<file path="config.mk">
export PLATFORM = sky130hd
export DESIGN_NAME = riscv_dmem_arb_flat
export DESIGN_NICKNAME = d
export VERILOG_FILES = /design/src/rtl/riscv_dmem_arb_if.sv /design/src/rtl/riscv_dmem_arb.sv /design/src/flat_wrapper.sv
export SDC_FILE = /design/constraint.sdc
export NUM_CORES = 1
export LEC_CHECK = 0
export BUFFER_PORTS_ARGS = -buffer_cell sky130_fd_sc_hd__buf_4
export CORE_AREA = 2 2 126 128
export DETAILED_ROUTE_END_ITERATION = 6
export DIE_AREA = 0 0 128 130
export GPL_TIMING_DRIVEN = 0
export PLACE_DENSITY = 0.54
export SLEW_MARGIN = 20
export SYNTH_ARGS = -nofsm -noshare
export SYNTH_HDL_FRONTEND = slang
export SYNTH_SLANG_ARGS = --single-unit
export TNS_END_PERCENT = 50
</file>
<file path="constraint.sdc">
create_clock -name clk_i -period 3.85 [get_ports clk_i]
set_input_delay 0.1925 -clock clk_i [delete_from_list [all_inputs] [get_ports clk_i]]
set_output_delay 0.1925 -clock clk_i [all_outputs]
set_load 0.01 [all_outputs]
</file>
<file path="src/rtl/riscv_dmem_arb_if.sv">
// Bundle of the two requester ports and the data-memory port seen by riscv_dmem_arb.
// The slave modport is the arbiter's view; the master modport drives requests and memory responses.
interface riscv_dmem_arb_if #(
    parameter int MXLEN = 32
);
    typedef logic [2:0] biu_size_t;

    logic             m0_req_i;
    logic             m0_lock_i;
    logic [MXLEN-1:0] m0_adr_i;
    biu_size_t        m0_size_i;
    logic             m0_we_i;
    logic [MXLEN-1:0] m0_d_i;
    logic             m0_gnt_o;
    logic             m0_ack_o;
    logic [MXLEN-1:0] m0_q_o;
    logic             m0_misaligned_o;
    logic             m0_page_fault_o;

    logic             m1_req_i;
    logic             m1_lock_i;
    logic [MXLEN-1:0] m1_adr_i;
    biu_size_t        m1_size_i;
    logic             m1_we_i;
    logic [MXLEN-1:0] m1_d_i;
    logic             m1_gnt_o;
    logic             m1_ack_o;
    logic [MXLEN-1:0] m1_q_o;
    logic             m1_misaligned_o;
    logic             m1_page_fault_o;

    logic             dmem_req_o;
    logic             dmem_lock_o;
    logic [MXLEN-1:0] dmem_adr_o;
    biu_size_t        dmem_size_o;
    logic             dmem_we_o;
    logic [MXLEN-1:0] dmem_d_o;
    logic             dmem_rdy_i;
    logic [MXLEN-1:0] dmem_q_i;
    logic             dmem_ack_i;
    logic             dmem_misaligned_i;
    logic             dmem_page_fault_i;

    modport slave (
        input  m0_req_i, m0_lock_i, m0_adr_i, m0_size_i, m0_we_i, m0_d_i,
        output m0_gnt_o, m0_ack_o, m0_q_o, m0_misaligned_o, m0_page_fault_o,
        input  m1_req_i, m1_lock_i, m1_adr_i, m1_size_i, m1_we_i, m1_d_i,
        output m1_gnt_o, m1_ack_o, m1_q_o, m1_misaligned_o, m1_page_fault_o,
        output dmem_req_o, dmem_lock_o, dmem_adr_o, dmem_size_o, dmem_we_o, dmem_d_o,
        input  dmem_rdy_i, dmem_q_i, dmem_ack_i, dmem_misaligned_i, dmem_page_fault_i
    );

    modport master (
        output m0_req_i, m0_lock_i, m0_adr_i, m0_size_i, m0_we_i, m0_d_i,
        input  m0_gnt_o, m0_ack_o, m0_q_o, m0_misaligned_o, m0_page_fault_o,
        output m1_req_i, m1_lock_i, m1_adr_i, m1_size_i, m1_we_i, m1_d_i,
        input  m1_gnt_o, m1_ack_o, m1_q_o, m1_misaligned_o, m1_page_fault_o,
        input  dmem_req_o, dmem_lock_o, dmem_adr_o, dmem_size_o, dmem_we_o, dmem_d_o,
        output dmem_rdy_i, dmem_q_i, dmem_ack_i, dmem_misaligned_i, dmem_page_fault_i
    );
endinterface

</file>
<file path="src/rtl/riscv_dmem_arb.sv">
// Two-port data-memory arbiter: fixed priority to port 0 with starvation relief for port 1,
// locked sequences, in-order ack routing. 0-cycle grant and ack; backpressure via dmem_rdy_i and MAX_PENDING.
module riscv_dmem_arb #(
    parameter int MXLEN        = 32,
    parameter int MAX_PENDING  = 2,
    parameter int STARVE_LIMIT = 4
) (
    input  logic                 clk_i,
    input  logic                 rst_ni,
    riscv_dmem_arb_if.slave      bus
);
    localparam int PW = (MAX_PENDING > 1) ? $clog2(MAX_PENDING) : 1;
    localparam int CW = $clog2(MAX_PENDING + 1);
    localparam int SW = $clog2(STARVE_LIMIT + 1);

    typedef enum logic {ST_ARB, ST_LOCKED} state_e;

    state_e                 state_q, state_d;
    logic                   owner_q, owner_d;
    logic [SW-1:0]          starve_q, starve_d;
    logic [CW-1:0]          cnt_q;
    logic [PW-1:0]          wr_q, rd_q;
    logic [MAX_PENDING-1:0] id_q;

    logic             sel, slot_ok, sel_req, sel_lock, sel_we, accept, pop, empty, head;
    logic [MXLEN-1:0] sel_adr, sel_d;
    logic [2:0]       sel_size;

    function automatic logic [PW-1:0] ptr_inc(input logic [PW-1:0] p);
        return (p == PW'(MAX_PENDING - 1)) ? '0 : p + PW'(1);
    endfunction

    assign empty   = (cnt_q == '0);
    assign head    = id_q[rd_q];
    assign slot_ok = (cnt_q < CW'(MAX_PENDING)) | bus.dmem_ack_i;

    // Inside a locked sequence only the owner may be selected.
    always_comb begin
        sel = 1'b0;
        if (state_q == ST_LOCKED)
            sel = owner_q;
        else
            sel = bus.m1_req_i & (~bus.m0_req_i | (starve_q == SW'(STARVE_LIMIT)));
    end

    assign sel_req  = sel ? bus.m1_req_i  : bus.m0_req_i;
    assign sel_lock = sel ? bus.m1_lock_i : bus.m0_lock_i;
    assign sel_we   = sel ? bus.m1_we_i   : bus.m0_we_i;
    assign sel_adr  = sel ? bus.m1_adr_i  : bus.m0_adr_i;
    assign sel_d    = sel ? bus.m1_d_i    : bus.m0_d_i;
    assign sel_size = sel ? bus.m1_size_i : bus.m0_size_i;

    // Reset gating keeps every output quiet while rst_ni is low, even with live requests.
    assign bus.dmem_req_o  = rst_ni & sel_req & slot_ok;
    assign bus.dmem_lock_o = bus.dmem_req_o & sel_lock;
    assign bus.dmem_we_o   = bus.dmem_req_o & sel_we;
    assign bus.dmem_adr_o  = bus.dmem_req_o ? sel_adr  : '0;
    assign bus.dmem_d_o    = bus.dmem_req_o ? sel_d    : '0;
    assign bus.dmem_size_o = bus.dmem_req_o ? sel_size : '0;

    assign accept       = bus.dmem_req_o & bus.dmem_rdy_i;
    assign bus.m0_gnt_o = accept & ~sel;
    assign bus.m1_gnt_o = accept & sel;

    assign pop = rst_ni & bus.dmem_ack_i & ~empty;

    assign bus.m0_ack_o        = pop & ~head;
    assign bus.m1_ack_o        = pop & head;
    assign bus.m0_q_o          = bus.m0_ack_o ? bus.dmem_q_i : '0;
    assign bus.m1_q_o          = bus.m1_ack_o ? bus.dmem_q_i : '0;
    assign bus.m0_misaligned_o = bus.m0_ack_o & bus.dmem_misaligned_i;
    assign bus.m1_misaligned_o = bus.m1_ack_o & bus.dmem_misaligned_i;
    assign bus.m0_page_fault_o = bus.m0_ack_o & bus.dmem_page_fault_i;
    assign bus.m1_page_fault_o = bus.m1_ack_o & bus.dmem_page_fault_i;

    always_comb begin
        state_d = state_q;
        owner_d = owner_q;
        case (state_q)
            ST_ARB: begin
                if (accept & sel_lock) begin
                    state_d = ST_LOCKED;
                    owner_d = sel;
                end
            end
            ST_LOCKED: begin
                if (~(owner_q ? bus.m1_lock_i : bus.m0_lock_i) & empty)
                    state_d = ST_ARB;
            end
            default: state_d = ST_ARB;
        endcase
    end

    always_comb begin
        starve_d = starve_q;
        if (~bus.m1_req_i | bus.m1_gnt_o)
            starve_d = '0;
        else if (starve_q != SW'(STARVE_LIMIT))
            starve_d = starve_q + SW'(1);
    end

    always_ff @(posedge clk_i or negedge rst_ni) begin
        if (!rst_ni) begin
            state_q  <= ST_ARB;
            owner_q  <= 1'b0;
            starve_q <= '0;
        end else begin
            state_q  <= state_d;
            owner_q  <= owner_d;
            starve_q <= starve_d;
        end
    end

    // Issue-order ID FIFO; slot_ok guarantees a push into a full FIFO only alongside a pop.
    always_ff @(posedge clk_i or negedge rst_ni) begin
        if (!rst_ni) begin
            id_q  <= '0;
            wr_q  <= '0;
            rd_q  <= '0;
            cnt_q <= '0;
        end else begin
            if (accept) begin
                id_q[wr_q] <= sel;
                wr_q       <= ptr_inc(wr_q);
            end
            if (pop)
                rd_q <= ptr_inc(rd_q);
            case ({accept, pop})
                2'b10:   cnt_q <= cnt_q + CW'(1);
                2'b01:   cnt_q <= cnt_q - CW'(1);
                default: cnt_q <= cnt_q;
            endcase
        end
    end
endmodule

</file>
<file path="src/flat_wrapper.sv">
// flat-port wrapper written by rule: the top's interface ports become plain ports
module riscv_dmem_arb_flat 
#(
    parameter int MXLEN        = 32,
    parameter int MAX_PENDING  = 2,
    parameter int STARVE_LIMIT = 4
)
  (clk_i, rst_ni, bus_m0_req_i, bus_m0_lock_i, bus_m0_adr_i, bus_m0_size_i, bus_m0_we_i, bus_m0_d_i, bus_m0_gnt_o, bus_m0_ack_o, bus_m0_q_o, bus_m0_misaligned_o, bus_m0_page_fault_o, bus_m1_req_i, bus_m1_lock_i, bus_m1_adr_i, bus_m1_size_i, bus_m1_we_i, bus_m1_d_i, bus_m1_gnt_o, bus_m1_ack_o, bus_m1_q_o, bus_m1_misaligned_o, bus_m1_page_fault_o, bus_dmem_req_o, bus_dmem_lock_o, bus_dmem_adr_o, bus_dmem_size_o, bus_dmem_we_o, bus_dmem_d_o, bus_dmem_rdy_i, bus_dmem_q_i, bus_dmem_ack_i, bus_dmem_misaligned_i, bus_dmem_page_fault_i);
  riscv_dmem_arb_if #(.MXLEN(MXLEN)) bus_i ();
  input  logic clk_i;
  input  logic rst_ni;
  input wire logic [$bits(bus_i.m0_req_i)-1:0] bus_m0_req_i;
  input wire logic [$bits(bus_i.m0_lock_i)-1:0] bus_m0_lock_i;
  input wire logic [$bits(bus_i.m0_adr_i)-1:0] bus_m0_adr_i;
  input wire logic [$bits(bus_i.m0_size_i)-1:0] bus_m0_size_i;
  input wire logic [$bits(bus_i.m0_we_i)-1:0] bus_m0_we_i;
  input wire logic [$bits(bus_i.m0_d_i)-1:0] bus_m0_d_i;
  output wire logic [$bits(bus_i.m0_gnt_o)-1:0] bus_m0_gnt_o;
  output wire logic [$bits(bus_i.m0_ack_o)-1:0] bus_m0_ack_o;
  output wire logic [$bits(bus_i.m0_q_o)-1:0] bus_m0_q_o;
  output wire logic [$bits(bus_i.m0_misaligned_o)-1:0] bus_m0_misaligned_o;
  output wire logic [$bits(bus_i.m0_page_fault_o)-1:0] bus_m0_page_fault_o;
  input wire logic [$bits(bus_i.m1_req_i)-1:0] bus_m1_req_i;
  input wire logic [$bits(bus_i.m1_lock_i)-1:0] bus_m1_lock_i;
  input wire logic [$bits(bus_i.m1_adr_i)-1:0] bus_m1_adr_i;
  input wire logic [$bits(bus_i.m1_size_i)-1:0] bus_m1_size_i;
  input wire logic [$bits(bus_i.m1_we_i)-1:0] bus_m1_we_i;
  input wire logic [$bits(bus_i.m1_d_i)-1:0] bus_m1_d_i;
  output wire logic [$bits(bus_i.m1_gnt_o)-1:0] bus_m1_gnt_o;
  output wire logic [$bits(bus_i.m1_ack_o)-1:0] bus_m1_ack_o;
  output wire logic [$bits(bus_i.m1_q_o)-1:0] bus_m1_q_o;
  output wire logic [$bits(bus_i.m1_misaligned_o)-1:0] bus_m1_misaligned_o;
  output wire logic [$bits(bus_i.m1_page_fault_o)-1:0] bus_m1_page_fault_o;
  output wire logic [$bits(bus_i.dmem_req_o)-1:0] bus_dmem_req_o;
  output wire logic [$bits(bus_i.dmem_lock_o)-1:0] bus_dmem_lock_o;
  output wire logic [$bits(bus_i.dmem_adr_o)-1:0] bus_dmem_adr_o;
  output wire logic [$bits(bus_i.dmem_size_o)-1:0] bus_dmem_size_o;
  output wire logic [$bits(bus_i.dmem_we_o)-1:0] bus_dmem_we_o;
  output wire logic [$bits(bus_i.dmem_d_o)-1:0] bus_dmem_d_o;
  input wire logic [$bits(bus_i.dmem_rdy_i)-1:0] bus_dmem_rdy_i;
  input wire logic [$bits(bus_i.dmem_q_i)-1:0] bus_dmem_q_i;
  input wire logic [$bits(bus_i.dmem_ack_i)-1:0] bus_dmem_ack_i;
  input wire logic [$bits(bus_i.dmem_misaligned_i)-1:0] bus_dmem_misaligned_i;
  input wire logic [$bits(bus_i.dmem_page_fault_i)-1:0] bus_dmem_page_fault_i;
  assign bus_i.m0_req_i = bus_m0_req_i;
  assign bus_i.m0_lock_i = bus_m0_lock_i;
  assign bus_i.m0_adr_i = bus_m0_adr_i;
  assign bus_i.m0_size_i = bus_m0_size_i;
  assign bus_i.m0_we_i = bus_m0_we_i;
  assign bus_i.m0_d_i = bus_m0_d_i;
  assign bus_m0_gnt_o = bus_i.m0_gnt_o;
  assign bus_m0_ack_o = bus_i.m0_ack_o;
  assign bus_m0_q_o = bus_i.m0_q_o;
  assign bus_m0_misaligned_o = bus_i.m0_misaligned_o;
  assign bus_m0_page_fault_o = bus_i.m0_page_fault_o;
  assign bus_i.m1_req_i = bus_m1_req_i;
  assign bus_i.m1_lock_i = bus_m1_lock_i;
  assign bus_i.m1_adr_i = bus_m1_adr_i;
  assign bus_i.m1_size_i = bus_m1_size_i;
  assign bus_i.m1_we_i = bus_m1_we_i;
  assign bus_i.m1_d_i = bus_m1_d_i;
  assign bus_m1_gnt_o = bus_i.m1_gnt_o;
  assign bus_m1_ack_o = bus_i.m1_ack_o;
  assign bus_m1_q_o = bus_i.m1_q_o;
  assign bus_m1_misaligned_o = bus_i.m1_misaligned_o;
  assign bus_m1_page_fault_o = bus_i.m1_page_fault_o;
  assign bus_dmem_req_o = bus_i.dmem_req_o;
  assign bus_dmem_lock_o = bus_i.dmem_lock_o;
  assign bus_dmem_adr_o = bus_i.dmem_adr_o;
  assign bus_dmem_size_o = bus_i.dmem_size_o;
  assign bus_dmem_we_o = bus_i.dmem_we_o;
  assign bus_dmem_d_o = bus_i.dmem_d_o;
  assign bus_i.dmem_rdy_i = bus_dmem_rdy_i;
  assign bus_i.dmem_q_i = bus_dmem_q_i;
  assign bus_i.dmem_ack_i = bus_dmem_ack_i;
  assign bus_i.dmem_misaligned_i = bus_dmem_misaligned_i;
  assign bus_i.dmem_page_fault_i = bus_dmem_page_fault_i;
  riscv_dmem_arb #(.MXLEN(MXLEN), .MAX_PENDING(MAX_PENDING), .STARVE_LIMIT(STARVE_LIMIT)) u_core (.clk_i(clk_i), .rst_ni(rst_ni), .bus(bus_i));
endmodule
</file>
Word-level counts from Yosys, hierarchy flattened
Cells that the tools add are included.
{"block": "word_totals", "elab_cells": 79, "ff_bits": 11, "output_inout_bits": 142, "input_bits": 178}
{"block": "classes", "magnitude_cmp": 4, "n_reduce_logical": 5, "eq_ne": 4, "mux": 26, "add_sub_neg": 5, "bitwise": 28}
{"operator": "two-way mux 32 bit", "n": 6}
{"operator": "AND 1 bit", "n": 18}
{"operator": "two-way mux 1 bit", "n": 12}
{"operator": "two-way mux 3 bit", "n": 4}
{"operator": "NOT 1 bit", "n": 7}
{"operator": "< comparator 1 x 2 -> 1 bit, second input constant", "n": 2}
{"operator": "one-hot mux 2 bit (2 select lines)", "n": 1}
{"operator": "nonzero test 2 bit", "n": 2}
{"operator": "adder 3 x 1 -> 3 bit, second input constant", "n": 1}
{"operator": "equality test 3 bit, second input constant", "n": 1}
{"operator": "inequality test 3 bit, second input constant", "n": 1}
{"operator": "bitwise OR 1 bit", "n": 3}
{"operator": "adder 1 bit, second input constant", "n": 2}
{"operator": "adder 2 x 1 -> 2 bit, second input constant", "n": 1}
{"operator": "bitwise mux 2 bit", "n": 1}
{"operator": "equality test 2 x 1 -> 1 bit, second input constant", "n": 1}
{"operator": "equality test 2 bit, second input constant", "n": 1}
{"operator": "zero test 2 bit", "n": 1}
{"operator": "< comparator 2 bit, second input constant", "n": 1}
{"operator": "one-hot mux 1 bit (2 select lines)", "n": 1}
{"operator": "AND reduction 2 bit", "n": 1}
{"operator": "subtractor 2 x 1 -> 2 bit, second input constant", "n": 1}
{"operator": "demux 1 bit (select 1 bit)", "n": 1}
{"operator": "greater-or-equal comparator 1 bit, second input constant", "n": 1}
{"operator": "logical AND 1 bit", "n": 1}

Longest topological paths before layout
Gate-level depths: netlist of the first run.
{"block": "depth", "word_depth": 11, "ltp_mapped": 8, "ltp_nobuf": 7}

Worst setup path before layout of the first run
OpenSTA, ideal clock, no wires.
{"block": "synth_path", "path_type": "register to output", "from": "register u_core.starve_q[0]", "to": "output port bus_dmem_adr_o[22]", "path_buffers": 2, "required_time_ns": 3.658, "setup_slack_ns": 2.131, "arrival_ns": 1.526, "stages_incl_launch_ff": 9, "cell_sequence": "dfrtp_1 > inv_1 > ha_1 > nand2_1 > a31o_2 > buf_4 > buf_2 > nand2_1 > a21oi_1"}
{"block": "synth_between", "elab_chain_cells": 8, "elab_cells_between_ends": 9, "cone_classes": "eq/ne: 1; mux: 4; bitwise: 4"}
{"item": "start: declaration", "line_no": "riscv_dmem_arb.sv:20", "rtl": "logic [SW-1:0] starve_q, starve_d;"}
{"item": "start signal: assignment", "line_no": "riscv_dmem_arb.sv:110", "rtl": "starve_q <= starve_d;"}
{"item": "equality test 3 bit *", "line_no": "riscv_dmem_arb.sv:43", "rtl": "sel = bus.m1_req_i & (~bus.m0_req_i | (starve_q == SW'(STARVE_LIMIT)));"}
{"item": "bitwise OR 1 bit *", "line_no": "riscv_dmem_arb.sv:43"}
{"item": "AND 1 bit *", "line_no": "riscv_dmem_arb.sv:43"}
{"item": "two-way mux 1 bit *", "line_no": "riscv_dmem_arb.sv:40", "rtl": "if (state_q == ST_LOCKED)"}
{"item": "two-way mux 1 bit", "line_no": "riscv_dmem_arb.sv:46", "rtl": "assign sel_req = sel ? bus.m1_req_i : bus.m0_req_i;"}
{"item": "AND 1 bit (2 in a row)", "line_no": "riscv_dmem_arb.sv:54", "rtl": "assign bus.dmem_req_o = rst_ni & sel_req & slot_ok;"}
{"item": "two-way mux 32 bit *", "line_no": "riscv_dmem_arb.sv:57", "rtl": "assign bus.dmem_adr_o = bus.dmem_req_o ? sel_adr : '0;"}
{"item": "end: declaration", "line_no": "flat_wrapper.sv:36", "rtl": "output wire logic [$bits(bus_i.dmem_adr_o)-1:0] bus_dmem_adr_o;"}
Every way passes the cells marked *; elsewhere a longest branch is shown, timed or not.

Final worst setup path of the first run
{"block": "layout_path", "from": "input port rst_ni", "to": "output port bus_m0_q_o[25]"}
{"block": "layout_between", "elab_chain_cells": 4}
{"item": "start: declaration", "line_no": "flat_wrapper.sv:11", "rtl": "input logic rst_ni;"}
{"item": "AND 1 bit (2 in a row)", "line_no": "riscv_dmem_arb.sv:65", "rtl": "assign pop = rst_ni & bus.dmem_ack_i & ~empty;"}
{"item": "AND 1 bit", "line_no": "riscv_dmem_arb.sv:67", "rtl": "assign bus.m0_ack_o = pop & ~head;"}
{"item": "two-way mux 32 bit", "line_no": "riscv_dmem_arb.sv:69", "rtl": "assign bus.m0_q_o = bus.m0_ack_o ? bus.dmem_q_i : '0;"}
{"item": "end: declaration", "line_no": "flat_wrapper.sv:20", "rtl": "output wire logic [$bits(bus_i.m0_q_o)-1:0] bus_m0_q_o;"}
Every way passes these cells.

==> reports/qor.yml, run 1 <==
start_util: 0.139
worstSetupEndpointType: "primary output"
start_kind: "primary input"
dpl.hpwl_mm: 10.6
fin_skew_ps: 1.37
p_leak_nw: 2.66
final_max_slew_viol_count: 0
cts_tree: "built"
area_growth_pct: 127
avgSynthCellArea_um2: 5.81
dieWidth_um: 128
htree_levels: 1
cts.clk_slew.worst_paths_ps: 40
synthDistinctLibCells: 29
synth_common_cells: "nand2_1 (140), and2_1 (68), a21oi_1 (67)"
synthCells: 370
synth_top_flop_cell: "dfrtp_1"
grt_use_met1: 0.150
root_buffer: "clkbuf_16"
postRouteAntennaNets: 0
grt_pass1_wl_mm: 17.9
synth_enable_flop_cells: 0
min_from: "bus_m1_lock_i"
io_buffers: 319
p_per_area_mw_per_mm2: 388
seq_area_frac_synth: 0.128
fp-row-count: 46
syn_area_mm2: 0.00215
use_met2: 0.269
worst-setup-path-type: "in -> out"
antenna_found_initial: 1
grt_usage: 0.137
drv_cap: 0
yosysMostFrequentCell: "nand2_1"
synth_fp_nets: 551
cts_setup_buffers: 0
min_path_type: "in -> reg"
overflow: 0
ys_ff_latch: 11
top_usage_layer: "met2"
clk_latency_ps: 240
drtPass1Iterations: 4
fmax_mhz: 397
tightestPinTransition_ps: 583
insertedDiodeCount: 0
min_period_ps: 2520
ios: 320
cp.required_ps: 3660
drt-initial-drc-count: 72
n_fill_cell: 1740
path_max_fanout: 14
grt_pass1_vias: 3509
via_per_inst: 4.09
yosys_warnings: 0
grt_max_degree: 15
startpoint: "rst_ni"
post-place-ws_ps: 1600
die_area_mm2: 0.0166
die_h_um: 130
clock-sinks: 11
vias: 3627
layout_setup_ws_ps: 1330
rr_startpoint: "u_core.state_q"
grt_use_met3: 0.0316
nNetsFinal: 876
netlist.area_leader.share: 0.245
timing.final.crit_share: 0.654
cts_buffers: 3
rsz0062_at_grt: "false"
coreArea_mm2: 0.0154
relSlewSlack: 0.610
cts_max_path_buffers: 2
wirelength_mm: 12.6
wl_per_cell_um: 14.2
outcome: "completed"
finalSetupViolCount: 0
gp_congestion: 0.757
hold_viol: 0
hold_buffers: 1
synth.area.top_cells: "nand2_1 (24%), and2_1 (20%), a21oi_1 (16%)"
cts.repair.resized: 0
drive_above_1_share: 0.507
vdd_ir_drop_max_mv: 0.147
setup_tns_ps: 0
synth-async-reset-ratio: 1.00
drc_errors: 0
crit_arrival_ps: 2320
synth_top_cell_by_area: "nand2_1"
layout by cell type, fill, tap and decap left out, types with 2 or more instances in the layout:
master and count:
ha_1 3, buf_4 321, nand2b_1 2, mux2i_1 3, buf_6 9, or2_1 2
nor2_1 9, clkbuf_1 7, buf_2 13, clkbuf_16 3, inv_1 7, xnor2_1 5
o211ai_1 2, a21oi_1 67, nand2_1 140, and2_1 68, o31ai_1 6, a21oi_2 3
dfrtp_1 11, nand3_1 2
cell families after synthesis:
group / after synthesis / synth area share
XOR/XNOR: 6 / 0.0245
flip-flops: 11 / 0.128
AND/OR/NAND/NOR: 225 / 0.480
AO/OA/AOI/OAI: 85 / 0.229
adder cells (fa/ha/maj): 3 / 0.0175
buffers and inverters: 37 / 0.107
multiplexers: 3 / 0.0140
state kept, by name, summed over array words and instances, names as in the netlist:
name,flops
u_core.starve_q,3
u_core.cnt_q,2
u_core.id_q,2
u_core.owner_q,1
u_core.rd_q,1
u_core.state_q,1
u_core.wr_q,1
metrics by stage:
stage / total power [mW] / hold WS (ps) / util / instance area (um2) / cells
floorplan: 1.01 / -103 / - / 2150 / 370
global placement: 1.73 / 45.0 / 0.310 / 4780 / 881
detailed placement: 1.73 / 44.8 / 0.310 / 4780 / 881
CTS: 1.93 / 249 / 0.316 / 4870 / 886
global route: 2.07 / 285 / 0.316 / 4870 / 886
finish: 1.89 / 248 / 0.316 / 4870 / 886
worst paths after layout:
path	depth (start not counted)	endpoint	slack, ps
setup / recovery	7	bus_m0_q_o[25]	1330
hold / removal	3	u_core.owner_q	250
setup reg to reg	7	u_core.cnt_q[1]	2010
hold reg to reg	1	u_core.rd_q	490
max in group asynchronous	2	u_core.id_q[0]	3350
min in group asynchronous	2	u_core.starve_q[2]	340
per-layer routing:
layer / wire length [um] / share of wire
met4: 127 / 0.010
met5: 13 / 0.0010
met3: 1150 / 0.092
met1: 4650 / 0.37
met2: 6620 / 0.53
worst max-delay path, stage by stage:
cell	delay (ps)
dlygate4sd3_1	530
buf_4	210
o211ai_1	190
nor2b_1	510
clkbuf_1	360
and2_1	210
buf_4	130
where the power goes:
group	switching, mW	internal (mW)
sequential	0.0542	0.164
combinational	0.792	0.691
clock	0.0503	0.139
total	0.896	0.993
area by class of cell:
type / count / area, um2 / share of cell area
buffer: 30 / 204 / 0.0419
timing repair buffer: 320 / 2400 / 0.494
inverter: 7 / 26.3 / 0.00539
clock buffer: 4 / 78.8 / 0.0162
tap: 192 / 240 / 0.0493
multi-input combinational: 322 / 1640 / 0.337
sequential: 11 / 275 / 0.0565
Note: power is estimated with default switching activity, not from simulation.
==> run 2: changes to the inputs <==
Settings changed: CORE_AREA 2 2 126 128 to 2 2 124 126, DIE_AREA 0 0 128 130 to 0 0 126 128, PLACE_DENSITY 0.54 to 0.55.
Clock period 3.85 ns to 2.55 ns, I/O delays scaled along.
==> reports/qor.yml, run 2 (same netlist as run 1, synthesis figures left out) <==
grt_pass1_wl_mm: 18.6  # +3.7%
intPower_mw: 1.50  # +51%
relSlewSlack: 0.622  # +0.0113
dieWidth_um: 126  # -1.6%
vias: 3637  # +0.28%
use_met2: 0.268  # -0.00108
wirelength_mm: 12.8  # +1.8%
fmax_mhz: 436
clk_latency_ps: 240  # about the same
top_usage_layer: "met2"
clock-sinks: 11  # unchanged
reg2regPathDepth: 7  # unchanged
cts_max_path_buffers: 2  # unchanged
cts_buffers: 3  # unchanged
start_util: 0.145  # +0.00525
final_common_cell: "buf_4"
drt-initial-drc-count: 96  # +33%
crit_path_end: "bus_dmem_d_o[20]"
p_leak_nw: 2.66  # unchanged
timing.final.crit_share: 0.900
layout_common_cells: "buf_4 (321), nand2_1 (140), and2_1 (68)"
tightestPinTransition_ps: 566  # -16.9 ps
grt_pass1_vias: 3495  # -0.40%
worst-setup-path-type: "reg -> out"
outcome: "completed"
fin_skew_ps: 2.33  # +0.960 ps
cts_setup_buffers: 0  # unchanged
top_register: "u_core.starve_q"
fp-row-count: 45  # -2.2%
start_kind: "flop"
r2r_end: "u_core.cnt_q[1]"
cts.repair.resized: 0  # unchanged
finalSetupViolCount: 0  # unchanged
io_buffers: 319  # unchanged
p_per_area_mw_per_mm2: 582  # +50%
drtPass1Iterations: 4  # unchanged
p_clk_frac: 0.102  # +0.002
drc_errors: 0  # unchanged
antenna_found_initial: 0  # -1
setup_tns_ps: 0  # unchanged
grt_use_met1: 0.169  # +0.0196
path_max_fanout: 10  # -4
comb_power_share: 0.782  # -0.002
power.switching_mw: 1.33  # +49%
min_period_ps: 2300
startpoint: "u_core.starve_q[0]"
cts.clk_slew.worst_paths_ps: 40  # about the same
p_seq_frac: 0.116  # about the same
cp.required_ps: 2420  # -1240 ps
root_buffer: "clkbuf_16"
vdd_ir_drop_max_mv: 0.226  # +54%
via_per_inst: 4.12  # +0.73%
wl_per_cell_um: 14.5  # +2.2%
dpl.hpwl_mm: 10.9  # +3.1%
insertedDiodeCount: 0  # unchanged
ios: 320  # unchanged
drive_above_1_share: 0.507  # unchanged
final_max_slew_viol_count: 0  # unchanged
worstSetupEndpointType: "primary output"
overflow: 0  # unchanged
r2r_slack_ps: 710  # -1300 ps
rsz0062_at_grt: "false"
crit_arrival_ps: 2170  # -150 ps
nNetsFinal: 876  # unchanged
gp_congestion: 0.776  # +2.6%
coreArea_mm2: 0.0149  # -3.6%
grt_max_degree: 12  # -3
drv_cap: 0  # unchanged
die_area_mm2: 0.0161  # -3.1%
hold_buffers: 1  # unchanged
min_path_type: "in -> reg"
largest_register_ffs: 3  # unchanged
rr_startpoint: "u_core.state_q"
reg_top3: "u_core.starve_q x3, u_core.cnt_q x2, u_core.id_q x2"
cts_tree: "built"
die_h_um: 128  # -1.5%
hold_viol: 0  # unchanged
switching_share: 0.470  # -0.00411
postRouteAntennaNets: 0  # unchanged
final_util: 0.327  # +0.0116
grt_usage: 0.143  # +0.00634
htree_levels: 1  # unchanged
grt_use_met3: 0.0242  # -0.00736
area_growth_pct: 127
run 2: cell counts in the layout (fill, tap and decap cells not counted):
No cell type changed its count.
run 2: critical path, cell delays in order, from the launching register on:
cell     delay (ps)
dfrtp_1         400
inv_1            70
ha_1            170
nand2_1         150
a31oi_4         390
buf_2           290
nand2_1          80
a21oi_1         210
buf_4           160
run 2: layout make-up:
class | count | area (um2)
timing repair buffer | 320 | 2400
tap | 188 | 235
multi-input combinational | 322 | 1640
fill | 1668 | 10000
sequential | 11 | 275
clock buffer | 4 | 78.8
inverter | 7 | 26.3
buffer | 30 | 204
run 2: through the flow:
| stage | power (mW) | instance area, um2 | setup WS (ps) | hold slack, ps | cells |
|---|---|---|---|---|---|
| after floorplan | 1.52 | 2150 | 860 | -168 | 370 |
| after global placement | 2.58 | 4780 | 466 | -17.4 | 877 |
| after detailed placement | 2.58 | 4780 | 453 | -16.1 | 877 |
| after CTS | 2.88 | 4870 | 185 | 186 | 882 |
| after global routing | 3.10 | 4870 | 34.5 | 202 | 882 |
| final | 2.83 | 4870 | 255 | 181 | 882 |
run 2: worst min-delay path by stage:
stage,from,end,depth (start not counted)
5_1_grt,bus_m1_lock_i,u_core.owner_q,3
3_3_place_gp,rst_ni,u_core.starve_q[2],1
4_1_cts,bus_m1_lock_i,u_core.owner_q,3
2_1_floorplan,rst_ni,u_core.cnt_q[0],0
6_report,bus_m1_lock_i,u_core.owner_q,3
3_5_place_dp,rst_ni,u_core.starve_q[2],1
run 2: routing by layer:
metal / up-vias / wire, um
met5: - / 0
met4: 0 / 171
met3: 9 / 1060
met1: 1594 / 4830
li1: 1833 / -
met2: 201 / 6720
run 2: power by group through the flow:
stage	sequential [mW]	combinational, mW	clock, mW
2_1_floorplan	0.311	1.21	0
4_1_cts	0.328	2.26	0.295
3_3_place_gp	0.329	2.25	0
5_1_grt	0.341	2.46	0.300
6_report	0.328	2.22	0.288
3_5_place_dp	0.330	2.25	0
==> run 3: changes to the inputs <==
Settings changed: ABC_AREA set to 1, CORE_AREA 2 2 124 126 to 2 2 123 125, DIE_AREA 0 0 126 128 to 0 0 125 127.
==> reports/qor.yml, run 3 <==
drive_above_1_share: 0.503  # -0.00385
seq_area_frac_synth: 0.131  # +0.00243
outcome: "completed"
min_from: "bus_m1_req_i"
cts_max_path_buffers: 2  # unchanged
synthCells: 421  # +14%
top_register: "u_core.starve_q"
ys_ff_latch: 11  # unchanged
area.sequential_um2: 275  # unchanged
dieWidth_um: 125  # -0.79%
worstSetupEndpointType: "primary output"
reg_top3: "u_core.starve_q x3, u_core.cnt_q x2, u_core.id_q x2"
netlist.area_leader.share: 0.272  # +0.0278
startpoint: "u_core.starve_q[0]"
crit_path_max_incr_delay_ps: 340  # -60 ps
antenna_found_initial: 0  # unchanged
drt-initial-drc-count: 115  # +20%
gp_congestion: 0.816  # +5.1%
drtPass1Iterations: 4  # unchanged
htree_levels: 1  # unchanged
final_common_cell: "buf_4"
min_period_ps: 2200  # -92.1 ps
grt_pass1_wl_mm: 18.5  # -0.22%
worst-setup-path-type: "reg -> out"
hold_viol: 0  # unchanged
vias: 3727  # +2.5%
vdd_ir_drop_max_mv: 0.217  # -3.9%
coreArea_mm2: 0.0144  # -3.0%
p_per_area_mw_per_mm2: 565  # -2.9%
yosysMostFrequentCell: "nand2_1"
fp-row-count: 44  # -2.2%
multi_input_area_mm2: 0.00149  # -9.3%
wl_per_cell_um: 13.4  # -7.6%
cp_slowest_cell: "dfrtp_1"
wirelength_mm: 12.4  # -2.7%
final_max_slew_viol_count: 0  # unchanged
cts_buffers: 3  # unchanged
cp_common_cell: "nand2_2"
overflow: 0  # unchanged
postRouteAntennaNets: 0  # unchanged
ios: 320  # unchanged
syn_area_mm2: 0.00211  # -1.9%
clock-sinks: 11  # unchanged
via_per_inst: 4.01  # -2.7%
avgSynthCellArea_um2: 5.01  # -14%
synth_fp_nets: 602  # +9.3%
cts_setup_buffers: 0  # unchanged
start_util: 0.146  # +0.00164
timing.final.crit_share: 0.864  # -0.0361
relSlewSlack: 0.827  # +0.206
largest_register_ffs: 3  # unchanged
dpl.hpwl_mm: 10.6  # -3.0%
die_h_um: 127  # -0.78%
synth_top_cell_by_area: "nand2_1"
layout_common_cells: "buf_4 (319), nand2_1 (153), nor2_1 (75)"
io_buffers: 319  # unchanged
fin_skew_ps: 2.30  # -0.0289 ps
p_leak_nw: 2.85  # +7.2%
cp_cell_sequence: "inv_1 > ha_1 > nand2_2 > nand2_2 > nand2_2 > nand2_4 > inv_2 > buf_2 > nand2_1 > a21oi_2 > buf_4"
start_kind: "flop"
area_growth_pct: 129
root_buffer: "clkbuf_16"
finalSetupViolCount: 0  # unchanged
rr_startpoint: "u_core.starve_q[0]"
setup_tns_ps: 0  # unchanged
crit_arrival_ps: 2080  # -90 ps
drv_cap: 0  # unchanged
synth-async-reset-ratio: 1.00  # unchanged
fmax_mhz: 454  # +4.2%
min_path_type: "in -> reg"
grt_max_degree: 15  # +3
nNetsFinal: 927  # +5.8%
clk_latency_ps: 240  # about the same
n_fill_cell: 1610  # -3.5%
cp.required_ps: 2420  # about the same
grt_pass1_vias: 3555  # +1.7%
synth_common_cells: "nand2_1 (153), nor2_1 (75), a21oi_1 (60)"
cts_tree: "built"
cts.clk_slew.worst_paths_ps: 40  # about the same
synth.area.top_cells: "nand2_1 (27%), a21oi_1 (14%), nor2_1 (13%)"
path_max_fanout: 10  # unchanged
synth_top_flop_cell: "dfrtp_1"
die_area_mm2: 0.0159  # -1.6%
synth_enable_flop_cells: 0  # unchanged
synthDistinctLibCells: 23  # -21%
rsz0062_at_grt: "false"
insertedDiodeCount: 0  # unchanged
yosys_warnings: 0  # unchanged
drc_errors: 0  # unchanged
cts.repair.resized: 0  # unchanged
grt_usage: 0.143  # -0.000490
tightestPinTransition_ps: 259  # -308 ps
p_total_mw: 2.72  # -3.8%
## run 3: cell count changes after synthesis, moves of 7 or more
| cell | previous run | this run |
|---|---|---|
| a21oi_1 | 67 | 60 |
| a21oi_2 | 3 | 10 |
| and2_1 | 68 | 0 |
| buf_2 | 13 | 25 |
| buf_6 | 9 | 2 |
| inv_1 | 7 | 46 |
| nand2_1 | 140 | 153 |
| nor2_1 | 9 | 75 |
## run 3: cells by family after synthesis
family	Yosys count	share of synthesized area
adders and majority gates	3	0.0178
AOI/OAI and AO/OA	77	0.201
and+or+nand+nor	246	0.466
xor gates and xnor gates	4	0.0166
DFF	11	0.131
buffers and inverters	79	0.163
muxes	1	0.00534
## run 3: power by group
part           internal [mW]  total [mW]  switching [mW]
logic                  0.949        2.14            1.19
registers              0.246       0.301          0.0549
clock network          0.210       0.284          0.0747
total                   1.40        2.72            1.32
## run 3: path summary, 6_finish.rpt
kind | to | slack (ps) | cells after the start
worst min register to register | u_core.wr_q | 490 | 2
worst max register to register | u_core.cnt_q[1] | 460 | 13
max in group asynchronous | u_core.rd_q | 2100 | 2
min in group asynchronous | u_core.wr_q | 290 | 2
worst min-delay path | u_core.starve_q[0] | 200 | 3
worst max-delay path | bus_dmem_adr_o[24] | 350 | 11
## run 3: what timing repair did
action                     CTS  global route
hold endpoints to repair    11             0
hold buffers                 1             0
setup endpoints to repair    0             0
## run 3: worst max-delay path, delay by kind of cell (launching register included)
family | cells | cell delay (ps)
DFF | 1 | 340
adders and majority gates | 1 | 210
and+or+nand+nor | 5 | 480
AOI/OAI and AO/OA | 1 | 170
buffers and inverters | 4 | 630
## run 3: cell type report
type,count,area share
well taps,184,0.0477
clock buffers,4,0.0163
plain buffers,27,0.0306
multi-input cells,331,0.309
repair buffers,320,0.499
inverters,52,0.0405
flip-flops and latches,11,0.0571
## run 3: stage by stage
step,setup WS [ps],cells,area [um2],hold WS [ps],utilization
CTS,270,929,4820,206,0.334
finish,347,929,4820,197,0.334
global route,104,929,4820,223,0.334
global placement,438,924,4730,-14.6,0.328
detailed placement,437,924,4730,-13.9,0.328
floorplan,639,421,2110,-168,-
## run 3: per-layer routing
metal	GRT usage	share of wire	wire length (um)
met3	0.0364	0.10	1250
met4	0.0301	0.016	196
met1	0.168	0.39	4790
met5	0	0	0
met2	0.262	0.50	6200
